<file path="config.mk">
export PLATFORM = sky130hd
export DESIGN_NAME = audio_sample_sink
export DESIGN_NICKNAME = d
export VERILOG_FILES = /design/src/rtl/audio_sample_sink.sv
export SDC_FILE = /design/constraint.sdc
export NUM_CORES = 1
export LEC_CHECK = 0
export BUFFER_PORTS_ARGS = -buffer_cell sky130_fd_sc_hd__buf_4
export CORE_MARGIN = 2
export CORE_UTILIZATION = 51
export CTS_CLUSTER_DIAMETER = 100
export DETAILED_ROUTE_END_ITERATION = 8
export PLACE_DENSITY = 0.74
export SLEW_MARGIN = 5
export SYNTH_ARGS = -nofsm -noshare
export SYNTH_HDL_FRONTEND = slang
export SYNTH_SLANG_ARGS = --single-unit
</file>
<file path="constraint.sdc">
create_clock -name clk -period 2.25 [get_ports clk]
set_input_delay 0.225 -clock clk [delete_from_list [all_inputs] [get_ports clk]]
set_output_delay 0.225 -clock clk [all_outputs]
set_load 0.05 [all_outputs]
</file>
<file path="src/rtl/audio_sample_sink.sv">
// -----------------------------------------------------------------------------
// audio_sample_sink
//
// Buffers unsigned 8-bit PCM samples from the flash fetch stage in a small
// FIFO and plays them out to a codec write port as signed OUT_WIDTH-bit
// samples. Playback first primes the FIFO to half full, then issues one
// single-cycle write strobe per audio_ready slot. If the FIFO runs dry, the
// last sample is repeated, the underrun counter is bumped and the sink
// re-primes.
//
// Ports
//   clk            : single clock for all logic
//   reset          : asynchronous, active-low reset
//   enable         : playback enable; 0 flushes the FIFO and returns to IDLE
//   mute           : output zero samples while still consuming the FIFO
//   sample_in      : unsigned 8-bit PCM sample
//   sample_valid   : sample_in is valid this cycle
//   sample_ready   : sink accepts a sample this cycle
//   audio_ready    : codec write FIFO can accept a sample
//   audio_write    : one-cycle write strobe to the codec
//   audio_left     : signed sample, left channel (registered)
//   audio_right    : signed sample, right channel, always equal to audio_left
//   fifo_level     : current FIFO occupancy
//   underrun_count : number of underrun events, saturating at 16'hFFFF
// -----------------------------------------------------------------------------
module audio_sample_sink #(
  parameter int DEPTH     = 8,   // power of two, >= 4
  parameter int OUT_WIDTH = 16   // >= 9
) (
  input  logic                     clk,
  input  logic                     reset,
  input  logic                     enable,
  input  logic                     mute,
  input  logic [7:0]               sample_in,
  input  logic                     sample_valid,
  output logic                     sample_ready,
  input  logic                     audio_ready,
  output logic                     audio_write,
  output logic [OUT_WIDTH-1:0]     audio_left,
  output logic [OUT_WIDTH-1:0]     audio_right,
  output logic [$clog2(DEPTH):0]   fifo_level,
  output logic [15:0]              underrun_count
);

  localparam int AW = $clog2(DEPTH);

  typedef logic [AW-1:0] ptr_t;
  typedef logic [AW:0]   lvl_t;

  localparam lvl_t LVL_FULL = lvl_t'(DEPTH);
  localparam lvl_t LVL_HALF = lvl_t'(DEPTH / 2);

  typedef enum logic [1:0] {
    IDLE  = 2'd0,
    PRIME = 2'd1,
    PLAY  = 2'd2
  } state_e;

  state_e               state_q, state_d;
  ptr_t                 wr_ptr_q, wr_ptr_d;
  ptr_t                 rd_ptr_q, rd_ptr_d;
  lvl_t                 level_q, level_d;
  logic                 write_q, write_d;
  logic [OUT_WIDTH-1:0] sample_q, sample_d;   // last written sample
  logic [15:0]          underrun_q, underrun_d;
  logic [7:0]           mem_q [DEPTH];

  logic push;
  logic slot;
  logic pop;
  logic underrun;

  // Offset-binary to two's complement: flip the MSB, left-justify.
  function automatic logic [OUT_WIDTH-1:0] to_signed(input logic [7:0] s);
    return {~s[7], s[6:0], {(OUT_WIDTH-8){1'b0}}};
  endfunction

  // ---------------------------------------------------------------------------
  // Handshake and pop qualification
  // ---------------------------------------------------------------------------
  // sample_ready depends only on registered state and enable, never on
  // sample_valid or audio_ready. A full FIFO refuses a write even when a pop
  // happens in the same cycle.
  assign sample_ready = enable && (state_q != IDLE) && (level_q < LVL_FULL);
  assign push         = sample_valid && sample_ready;

  // A codec slot exists when the codec is ready and we did not write last
  // cycle; this keeps audio_write a single-cycle pulse.
  assign slot     = enable && (state_q == PLAY) && audio_ready && !write_q;
  assign pop      = slot && (level_q != '0);
  assign underrun = slot && (level_q == '0);

  // ---------------------------------------------------------------------------
  // Next-state logic
  // ---------------------------------------------------------------------------
  always_comb begin
    // NOTE: every signal gets a default before any branch, so no path through
    // this block leaves a value unassigned and no latch is inferred.
    state_d    = state_q;
    wr_ptr_d   = wr_ptr_q;
    rd_ptr_d   = rd_ptr_q;
    level_d    = level_q;
    write_d    = 1'b0;
    sample_d   = sample_q;
    underrun_d = underrun_q;

    unique case (state_q)
      IDLE:    if (enable) state_d = PRIME;
      PRIME:   if (level_q >= LVL_HALF) state_d = PLAY;
      PLAY:    if (underrun) state_d = PRIME;
      default: state_d = IDLE;
    endcase

    if (push) wr_ptr_d = wr_ptr_q + ptr_t'(1);
    if (pop)  rd_ptr_d = rd_ptr_q + ptr_t'(1);
    level_d = level_q + lvl_t'(push) - lvl_t'(pop);

    if (pop) begin
      write_d  = 1'b1;
      sample_d = mute ? '0 : to_signed(mem_q[rd_ptr_q]);
    end else if (underrun) begin
      // Repeat the previous output sample.
      write_d = 1'b1;
      if (underrun_q != 16'hFFFF) underrun_d = underrun_q + 16'd1;
    end

    // Flush: drop contents, keep the counter and the last sample.
    if (!enable) begin
      state_d  = IDLE;
      wr_ptr_d = '0;
      rd_ptr_d = '0;
      level_d  = '0;
      write_d  = 1'b0;
    end
  end

  // ---------------------------------------------------------------------------
  // State registers
  // ---------------------------------------------------------------------------
  // NOTE: sequential state is updated with non-blocking assignments so every
  // register samples pre-edge values regardless of statement order.
  always_ff @(posedge clk or negedge reset) begin
    if (!reset) begin
      state_q    <= IDLE;
      wr_ptr_q   <= '0;
      rd_ptr_q   <= '0;
      level_q    <= '0;
      write_q    <= 1'b0;
      sample_q   <= '0;
      underrun_q <= '0;
    end else begin
      state_q    <= state_d;
      wr_ptr_q   <= wr_ptr_d;
      rd_ptr_q   <= rd_ptr_d;
      level_q    <= level_d;
      write_q    <= write_d;
      sample_q   <= sample_d;
      underrun_q <= underrun_d;
    end
  end

  // NOTE: the sample storage has no reset; zeroed pointers and level make its
  // contents unreachable, and leaving it unreset lets it map to plain RAM.
  always_ff @(posedge clk) begin
    if (push) mem_q[wr_ptr_q] <= sample_in;
  end

  // ---------------------------------------------------------------------------
  // Outputs
  // ---------------------------------------------------------------------------
  assign audio_write    = write_q;
  assign audio_left     = sample_q;
  assign audio_right    = sample_q;
  assign fifo_level     = level_q;
  assign underrun_count = underrun_q;

endmodule
</file>
# Word-level counts from Yosys, hierarchy flattened
# Memories as Yosys holds them, arrays and structs flattened.
# Index checks and enable logic that the tools add are counted.
[classes]
n_addsub = 5
order_cmp = 2
n_eq_ne = 7
mux = 15
n_bitwise = 2
n_reduce_logical = 15
[op_table]
columns = ["cell", "count"]
rows = [
  ["$add 16x1->16 const B", 1],
  ["$mux 16", 1],
  ["$ne 16x16->1 const B", 1],
  ["$mux 3", 4],
  ["$logic_and 1x1->1", 8],
  ["$add 3x1->3 const B", 2],
  ["$mux 2", 3],
  ["$ne 3x3->1 const B", 2],
  ["$pmux 2 s3", 1],
  ["$mux 1", 5],
  ["$add 4x1->4", 1],
  ["$ge 4x3->1 const B", 1],
  ["$logic_not 4->1", 1],
  ["$lt 4x4->1 const B", 1],
  ["$mux 4", 1],
  ["$ne 2x1->1 const B", 2],
  ["$reduce_bool 4->1", 1],
  ["$sub 4x1->4", 1],
  ["$reduce_and 3->1", 1],
  ["$eq 2x1->1 const B", 1],
  ["$eq 2x2->1 const B", 1],
  ["$logic_not 2->1", 1],
  ["$not 1->1", 2],
  ["$reduce_and 2->1", 1],
  ["other kinds (2)", 2],
]
[word_totals]
regBits = 45
mem_bits_rw = 64
in_bits = 14
output_inout_bits = 54
elab_cells = 54
mem_count = 1
[memory_table]
columns = ["memory", "words", "word_bits", "read_ports", "rd_ports_with_merged_regs", "write_ports", "line", "source"]
rows = [
  ["mem_q", 8, 8, 1, 0, 1, "66", "logic [7:0] mem_q [DEPTH];"],
]

# Depth between registers and ports, before layout
# Gate-level depths: netlist (run 1).
[depth]
word_depth = 8
depth_mapped = 13
depth_no_buf = 12

# Worst setup path after synthesis (run 1)
# OpenSTA, ideal clock, no wires.
[synth_path]
path_kind = "register to register"
startpoint = "register level_q[3] (netlist: fifo_level[3])"
endpoint = "memory mem_q[6][0] (enable)"
setup_time_ns = 0.385
arrival_time_ns = 2.820
t_required_ns = 1.865
setup_slack_ns = -0.956
stages_incl_launch_ff = 4
path_buffers = 0
synth_period_minus_slack_ns = 3.206
cell_sequence = "dfrtp_1 nor3_1 nand3_1 nor3b_1"
[synth_via]
elab_chain_len = 5
[synth_rtl]
columns = ["element", "line", "source"]
rows = [
  ["from (decl)", "62", "lvl_t level_q, level_d;"],
  ["from (signal assigned)", "155", "level_q <= level_d;"],
  ["$lt 4x4->1", "84", "assign sample_ready = enable && (state_q != IDLE) && (level_q < LVL_FULL);"],
  ["$logic_and 1x1->1", "84", ""],
  ["named net sample_ready", "36", "output logic sample_ready,"],
  ["$logic_and 1x1->1", "85", "assign push = sample_valid && sample_ready;"],
  ["$mux 1", "165", "if (push) mem_q[wr_ptr_q] <= sample_in;"],
  ["$mux 1 (implied by the code)", "165", ""],
  ["to (decl)", "66", ""],
]
# The timed path passes the listed nets, and every way through them passes these cells.

# Final worst setup path (run 1)
[layout_path]
startpoint = "register level_q[3] (netlist: fifo_level[3])"
endpoint = "register level_q[1] (netlist: fifo_level[1])"
[layout_via]
elab_cells_between_ends = 8
classes_between = "2 x add/sub; 1 x order compare; 1 x mux; 4 x reduce/logical"
[layout_rtl]
columns = ["element", "line", "source"]
rows = [
  ["$reduce_bool 4->1", "90", "assign pop = slot && (level_q != '0);"],
  ["$logic_and 1x1->1", "90", ""],
  ["named net pop", "70", "logic pop;"],
  ["$sub 4x1->4", "116", "level_d = level_q + lvl_t'(push) - lvl_t'(pop);"],
  ["$mux 4", "128", "if (!enable) begin"],
  ["named net level_d[1]", "62", ""],
]
# The timed path passes the listed nets, and every way through them passes these cells.
# A chain may end at the register's enable or synchronous reset.

==> insert_results.sql, run 1 <==
INSERT INTO impl_metrics (metric_group, metric, value, unit) VALUES
('run_status', 'status', 'completed', ''),
('power', 'leakage_component_of_the_power', '2.19', 'nW'),
('sta', 'final.setup.tns', '0', 'ps'),
('worst_setup_path', 'timing.critical_path.slowest_cell_delay', '410', 'ps'),
('detailed_routing', 'detail_route.vias_per_cell', '5.63', ''),
('worst_setup_path', 'reg2reg_from', 'fifo_level[3]', ''),
('clock_tree', 'clkTransAtPathRegs', '100', 'ps'),
('layout', 'drive_above_1_share', '35.4', '%'),
('clock_tree', 'cts_tree', 'built', ''),
('yosys', 'total_standard_cell_area_after_synthesis', '0.00457', 'sq mm'),
('clock_tree', 'insertion_delay', '370', 'ps'),
('yosys', 'syn-instance-count', '291', ''),
('detailed_routing', 'drt_first_pass_iters', '4', ''),
('worst_setup_path', 'crit_type', 'flop to flop', ''),
('layout', 'areaGrowthSynthToFinish', '17.4', '%'),
('detailed_routing', 'first_iter_violations', '98', ''),
('yosys', 'synthesis.yosys.warnings', '0', ''),
('worst_setup_path', 'critPathMostFrequentCell', 'ha_4', ''),
('detailed_routing', 'final_antenna_net_count', '0', ''),
('placement', 'dpl_cell_area', '0.00514', 'sq mm'),
('global_route', 'grtUsageTotal', '17.2', '%'),
('worst_setup_path', 'arrival_time_of_the_worst_setup_path', '2500', 'ps'),
('yosys', 'async_flop_share', '36.6', '%'),
('sta', 'post-route-period-util', '99.5', '%'),
('yosys', 'count_of_unique_library_cells_instantiated_by_yosys', '54', ''),
('global_route', 'globalRoute.totalOverflow', '0', ''),
('power', 'irDropWorstVdd', '0.329', 'mV'),
('detailed_routing', 'vias', '2672', ''),
('layout', 'final_cell_area_excluding_filler_cells', '0.00536', 'sq mm'),
('clock_tree', 'clk_root_buffer_cell', 'clkbuf_8', ''),
('worst_setup_path', 'critical-path-slowest-cell', 'fa_1', ''),
('sta', 'fmax', '0.447', 'GHz'),
('floorplan', 'initial_core_util', '52.4', '%'),
('placement', 'gp_congestion', '0.716', ''),
('floorplan', 'die_area', '0.00973', 'sq mm'),
('worst_setup_path', 'start_kind', 'flop', ''),
('worst_setup_path', 'worst-path-max-fanout', '3', ''),
('floorplan', 'io_pins', '68', ''),
('clock_tree', 'cts_buffer_depth', '2', ''),
('floorplan', 'core-area', '0.00872', 'sq mm'),
('layout', 'most-common-layout-cells', 'buf_4 (77), edfxtp_1 (64), dfrtp_1 (35)', ''),
('clock_tree', 'htreeDepth', '3', ''),
('floorplan', 'x_dimension_of_the_die', '98.7', 'microns'),
('detailed_routing', 'route.detailed.drc', '0', ''),
('global_route', 'grt_pass1_vias', '2435', ''),
('detailed_routing', 'routedWlPerCell', '17.0', 'microns'),
('sta', 'rsz_0062_raised_after_global_routing', 'yes', ''),
('power', 'power', '3.72', 'mW'),
('detailed_routing', 'wirelength', '8060', 'microns'),
('yosys', 'synth-seq-cells', '101', ''),
('min_path', 'timing.hold.worst.class', 'input port to flop', ''),
('min_path', 'worst_hold_startpoint', 'sample_in[7]', ''),
('placement', 'io_port_bufs', '51', ''),
('worst_setup_path', 'crit_path_start', 'fifo_level[3]', ''),
('layout', 'post-route-util', '61.5', '%'),
('sta', 'finalMaxSlewViolations', '0', ''),
('placement', 'dp.final_hpwl', '5700', 'microns'),
('sta', 'setup_viol', '0', ''),
('clock_tree', 'cts_sink_count', '101', ''),
('sta', 'hold_fails_final_rpt', '0', ''),
('yosys', 'postSynth.topFlopCell', 'edfxtp_1', ''),
('sta', 'skew', '9.49', 'ps'),
('yosys', 'number_of_enable_type_register_cells_in_the_synthesized_netlist', '64', ''),
('global_route', 'grt_first_pass_wirelength', '12600', 'microns'),
('global_route', 'antenna_found_initial', '0', ''),
('sta', 'final_period_minus_worst_setup_slack', '2240', 'ps'),
('worst_setup_path', 'timing.critical_path.required', '2510', 'ps'),
('global_route', 'largest_net_degree_at_the_start_of_global_routing', '38', ''),
('yosys', 'synth.avg_cell_area', '15.7', 'sq um'),
('worst_setup_path', 'path_cells', 'inv_2 > ha_4 > nor3b_4 > or3_4 > inv_4 > ha_4 > inv_2 > ha_4 > fa_1 > and2_1', ''),
('floorplan', 'row_count', '34', ''),
('power', 'power.density', '693', 'mW/mm^2'),
('layout', 'n_antenna_cell', '0', ''),
('yosys', 'synth_seq_area_share', '62.3', '%'),
('floorplan', 'die_h', '98.7', 'microns'),
('worst_setup_path', 'endpoint_kind', 'flop', ''),
('job', 'drv.max_cap_violation_count', '0', ''),
('layout', 'finish.net_count', '385', ''),
('clock_tree', 'cts_buffers', '9', ''),
('layout', 'commonest_non_fill_non_tap_cell_in_the_layout', 'buf_4', '');
-- critical path: cells and delay by family (launching register included) --
kind	cells	cell delay (ps)
adders and majority gates	4	880
buffers and inverters	3	200
DFF	1	380
and+or+nand+nor	3	680
-- state kept, by name (all words and copies together) (netlist names) --
register	count
rd_ptr_q	3
underrun_count	16
state_q	2
audio_write	1
audio_left	8
mem_q	64
fifo_level	4
wr_ptr_q	3
-- synthesized netlist by cell type (3+ instances only) --
| master | number | area (sq um) |
|---|---|---|
| a21oi_1 | 5 | 25.0 |
| a22o_1 | 8 | 70.1 |
| a311oi_1 | 4 | 35.0 |
| buf_2 | 3 | 15.0 |
| buf_4 | 24 | 180 |
| dfrtp_1 | 37 | 926 |
| edfxtp_1 | 64 | 1920 |
| ha_1 | 8 | 100 |
| inv_1 | 8 | 30.0 |
| mux2_2 | 7 | 78.8 |
| mux2i_1 | 3 | 30.0 |
| mux4_1 | 11 | 289 |
| mux4_2 | 5 | 113 |
| nand2_1 | 8 | 30.0 |
| nand3_1 | 6 | 30.0 |
| nor2_1 | 13 | 48.8 |
| nor3_1 | 6 | 30.0 |
| nor4_1 | 6 | 37.5 |
| nor4b_1 | 5 | 43.8 |
| xnor2_1 | 5 | 43.8 |
| xor2_1 | 12 | 105 |
-- worst paths after layout --
path / to / cells after the start / slack (ps)
setup / recovery: fifo_level[1] / 10 / 10
hold / removal: mem_q[7][7] / 1 / 80
setup reg to reg: fifo_level[1] / 10 / 10
hold reg to reg: underrun_count[3] / 1 / 520
max in group asynchronous: fifo_level[2] / 2 / 1530
min in group asynchronous: audio_left[10] / 2 / 350
-- routing by layer --
layer | up-vias | GRT usage, % | share of wire (%)
li1 | 1224 | - | -
met1 | 1338 | 24.5 | 46
met2 | 97 | 26.0 | 47
met3 | 13 | 4.40 | 5.8
met4 | 0 | 5.90 | 1.6
met5 | - | 0 | 0
-- stage by stage --
step	std cells	setup WS, ps	hold slack [ps]
after floorplan	306	-318	-70.6
after global placement	455	67.9	216
after detailed placement	455	-25.6	223
after CTS	473	-24.9	70.4
after global routing	475	-48.0	59.1
final	475	10.7	80.2
-- cell families after synthesis --
logic type / count (synthesis) / share of synthesized area, %
flops: 101 / 62.3
xor+xnor: 17 / 3.26
mux: 27 / 11.4
fa+ha+maj: 9 / 2.63
buf+inv: 43 / 6.35
compound gates: 24 / 4.24
other cells: 1 / 0.0820
simple gates: 69 / 9.72
-- layout make-up --
class | count | area, sq um
clock inverters | 7 | 55.1
flip-flops and latches | 101 | 2850
repair buffers | 78 | 588
fillers | 636 | 3360
multi-input cells | 162 | 1570
clock buffers | 9 | 124
inverters | 10 | 42.5
well taps | 108 | 135
-- repair_timing --
item,in CTS,in global routing
gates resized for setup,0,3
hold buffers,1,0
setup buffers,1,2
setup endpoints to repair,2,3
hold endpoints to repair,37,0
pin swaps,3,4
-- power breakdown --
group | internal, mW | switching, mW
registers | 2.03 | 0.0438
logic | 0.205 | 0.381
clock network | 0.416 | 0.643
Note: power is estimated with default switching activity, not from simulation.
==> run 2, diff against run 1 <==
CORE_UTILIZATION = 53   (was 51)
CTS_BUF_LIST = sky130_fd_sc_hd__clkbuf_8   (was default)
PLACE_DENSITY = 0.77   (was 0.74)
==> insert_results.sql, run 2 (same netlist as run 1, synthesis figures left out) <==
INSERT INTO impl_metrics (metric_group, metric, value, unit) VALUES
('power', 'p_comb_share', '15.3', '%'),
('clock_tree', 'cts_tree', 'built', ''),
('clock_tree', 'cts_sink_count', '101', ''),
('global_route', 'grtUsageTotal', '17.5', '%'),
('detailed_routing', 'detail_route.vias_per_cell', '5.48', ''),
('global_route', 'grt_first_pass_wirelength', '13000', 'microns'),
('layout', 'most-common-layout-cells', 'buf_4 (69), edfxtp_1 (64), dfrtp_1 (35)', ''),
('floorplan', 'die_h', '96.9', 'microns'),
('job', 'drv.max_cap_violation_count', '0', ''),
('worst_setup_path', 'crit_type', 'flop to flop', ''),
('power', 'leakage_component_of_the_power', '2.16', 'nW'),
('sta', 'final_period_minus_worst_setup_slack', '2180', 'ps'),
('min_path', 'timing.hold.worst.class', 'input port to flop', ''),
('power', 'sw_share', '28.8', '%'),
('layout', 'post_layout_nonfiller_instances', '465', ''),
('layout', 'n_antenna_cell', '0', ''),
('worst_setup_path', 'critical_path_buf_inv_count', '3', ''),
('layout', 'finish.net_count', '378', ''),
('sta', 'final.setup.tns', '0', 'ps'),
('power', 'power.density', '698', 'mW/mm^2'),
('worst_setup_path', 'start_kind', 'flop', ''),
('placement', 'dp.final_hpwl', '5550', 'microns'),
('sta', 'hold_fails_final_rpt', '0', ''),
('worst_setup_path', 'path_delay_family', 'adder cells', ''),
('clock_tree', 'cts_buffers', '9', ''),
('sta', 'post-route-period-util', '97.0', '%'),
('power', 'seqPwrFrac', '55.7', '%'),
('floorplan', 'initial_core_util', '55.1', '%'),
('clock_tree', 'clk_root_buffer_cell', 'clkbuf_8', ''),
('sta', 'setup_viol', '0', ''),
('clock_tree', 'htreeDepth', '3', ''),
('floorplan', 'x_dimension_of_the_die', '96.9', 'microns'),
('detailed_routing', 'route.detailed.drc', '0', ''),
('layout', 'commonest_non_fill_non_tap_cell_in_the_layout', 'buf_4', ''),
('global_route', 'antenna_found_initial', '0', ''),
('clock_tree', 'cts_buffer_depth', '2', ''),
('power', 'p_switching', '1.07', 'mW'),
('worst_setup_path', 'timing.critical_path.slowest_cell_delay', '410', 'ps'),
('sta', 'skew', '10.5', 'ps'),
('sta', 'fmax', '0.458', 'GHz'),
('layout', 'largest_reg_flops', '64', ''),
('placement', 'gp_congestion', '0.740', ''),
('layout', 'top_register', 'mem_q', ''),
('power', 'pwr-share-clk', '29.1', '%'),
('clock_tree', 'insertion_delay', '350', 'ps'),
('clock_tree', 'clkTransAtPathRegs', '100', 'ps'),
('placement', 'io_port_bufs', '51', ''),
('worst_setup_path', 'worst-path-max-fanout', '2', ''),
('global_route', 'globalRoute.totalOverflow', '0', ''),
('worst_setup_path', 'path_cells', 'inv_2 > ha_4 > nor3b_4 > or3_4 > inv_4 > ha_4 > inv_4 > ha_4 > fa_1 > and2_1', ''),
('floorplan', 'io_pins', '68', ''),
('detailed_routing', 'final_antenna_net_count', '0', ''),
('worst_setup_path', 'critPathMostFrequentCell', 'ha_4', ''),
('floorplan', 'row_count', '33', ''),
('sta', 'finalMaxSlewViolations', '0', ''),
('sta', 'rsz_0062_raised_after_global_routing', 'yes', ''),
('worst_setup_path', 'endpoint_kind', 'flop', ''),
('global_route', 'largest_net_degree_at_the_start_of_global_routing', '38', ''),
('worst_setup_path', 'arrival_time_of_the_worst_setup_path', '2430', 'ps'),
('floorplan', 'die_area', '0.00938', 'sq mm'),
('global_route', 'grt_pass1_vias', '2480', ''),
('layout', 'drive_above_1_share', '34.4', '%'),
('detailed_routing', 'vias', '2549', ''),
('power', 'irDropWorstVdd', '0.344', 'mV'),
('detailed_routing', 'first_iter_violations', '118', ''),
('worst_setup_path', 'critical-path-slowest-cell', 'fa_1', ''),
('worst_setup_path', 'timing.critical_path.required', '2500', 'ps'),
('detailed_routing', 'wirelength', '8010', 'microns'),
('power', 'internal-power', '2.65', 'mW'),
('layout', 'areaGrowthSynthToFinish', '16.8', '%'),
('detailed_routing', 'routedWlPerCell', '17.2', 'microns'),
('floorplan', 'core-area', '0.00830', 'sq mm'),
('placement', 'placed_cells_incl_taps', '446', ''),
('run_status', 'status', 'completed', ''),
('detailed_routing', 'drt_first_pass_iters', '4', '');
==> run 2: cell count changes in the layout (fill, tap and decap cells not counted), sizes merged <==
cell	before	now
inv	13	12
clkinv	4	5
buf	77	70
==> run 2: area by class of cell <==
type                       count  area (sq um)
multi-input combinational    162          1570
timing repair buffer          71           548
clock inverter                 7          70.1
clock buffer                   9           124
inverter                      10          45.0
tap                          105           131
sequential                   101          2850
fill                         578          2960
==> run 2: path summary, 6_finish.rpt <==
check | cells past startpoint | end | start | slack, ps
max in group asynchronous | 2 | fifo_level[2] | reset | 1530
min | 1 | mem_q[4][6] | sample_in[6] | 100
max | 10 | fifo_level[1] | fifo_level[2] | 70
max reg2reg | 10 | fifo_level[1] | fifo_level[2] | 70
min in group asynchronous | 2 | audio_left[15] | reset | 350
min reg2reg | 1 | audio_write | audio_write | 510
==> run 2: power by group through the flow <==
stage	Combinational (mW)	Clock, mW	Sequential [mW]
floorplan	0.314	0	2.21
global placement	0.558	0	2.11
detailed placement	0.569	0	2.12
CTS	0.572	1.12	2.07
global route	0.606	1.20	2.08
finish	0.570	1.08	2.07
==> run 2: through the flow <==
stage / power [mW] / hold WS, ps / setup slack, ps / util (%) / area, sq um
after floorplan: 2.53 / -70.6 / -318 / - / 4710
after global placement: 2.67 / 213 / 68.1 / 61.5 / 5100
after detailed placement: 2.68 / 216 / 8.15 / 61.5 / 5100
after CTS: 3.76 / 80.1 / 3.37 / 64.0 / 5310
after global routing: 3.88 / 81.9 / -11.3 / 64.3 / 5340
final: 3.73 / 96.2 / 67.4 / 64.3 / 5340
==> run 2: timing repair <==
action,4_1_cts,5_1_grt
buffers inserted,1,1
hold buffers,1,0
endpoints found under the hold margin,37,0
pin swaps,0,6
endpoints found under the setup margin,1,3
gates resized for setup,0,4
==> run 2: per-layer routing <==
metal	track usage [%]	share of wire, %	wire [microns]	vias up
met5	0	0	0	-
met4	5.85	0.65	52	0
met3	3.47	5.4	432	4
met2	28.4	49	3900	72
met1	24.1	45	3620	1265
li1	-	-	-	1208
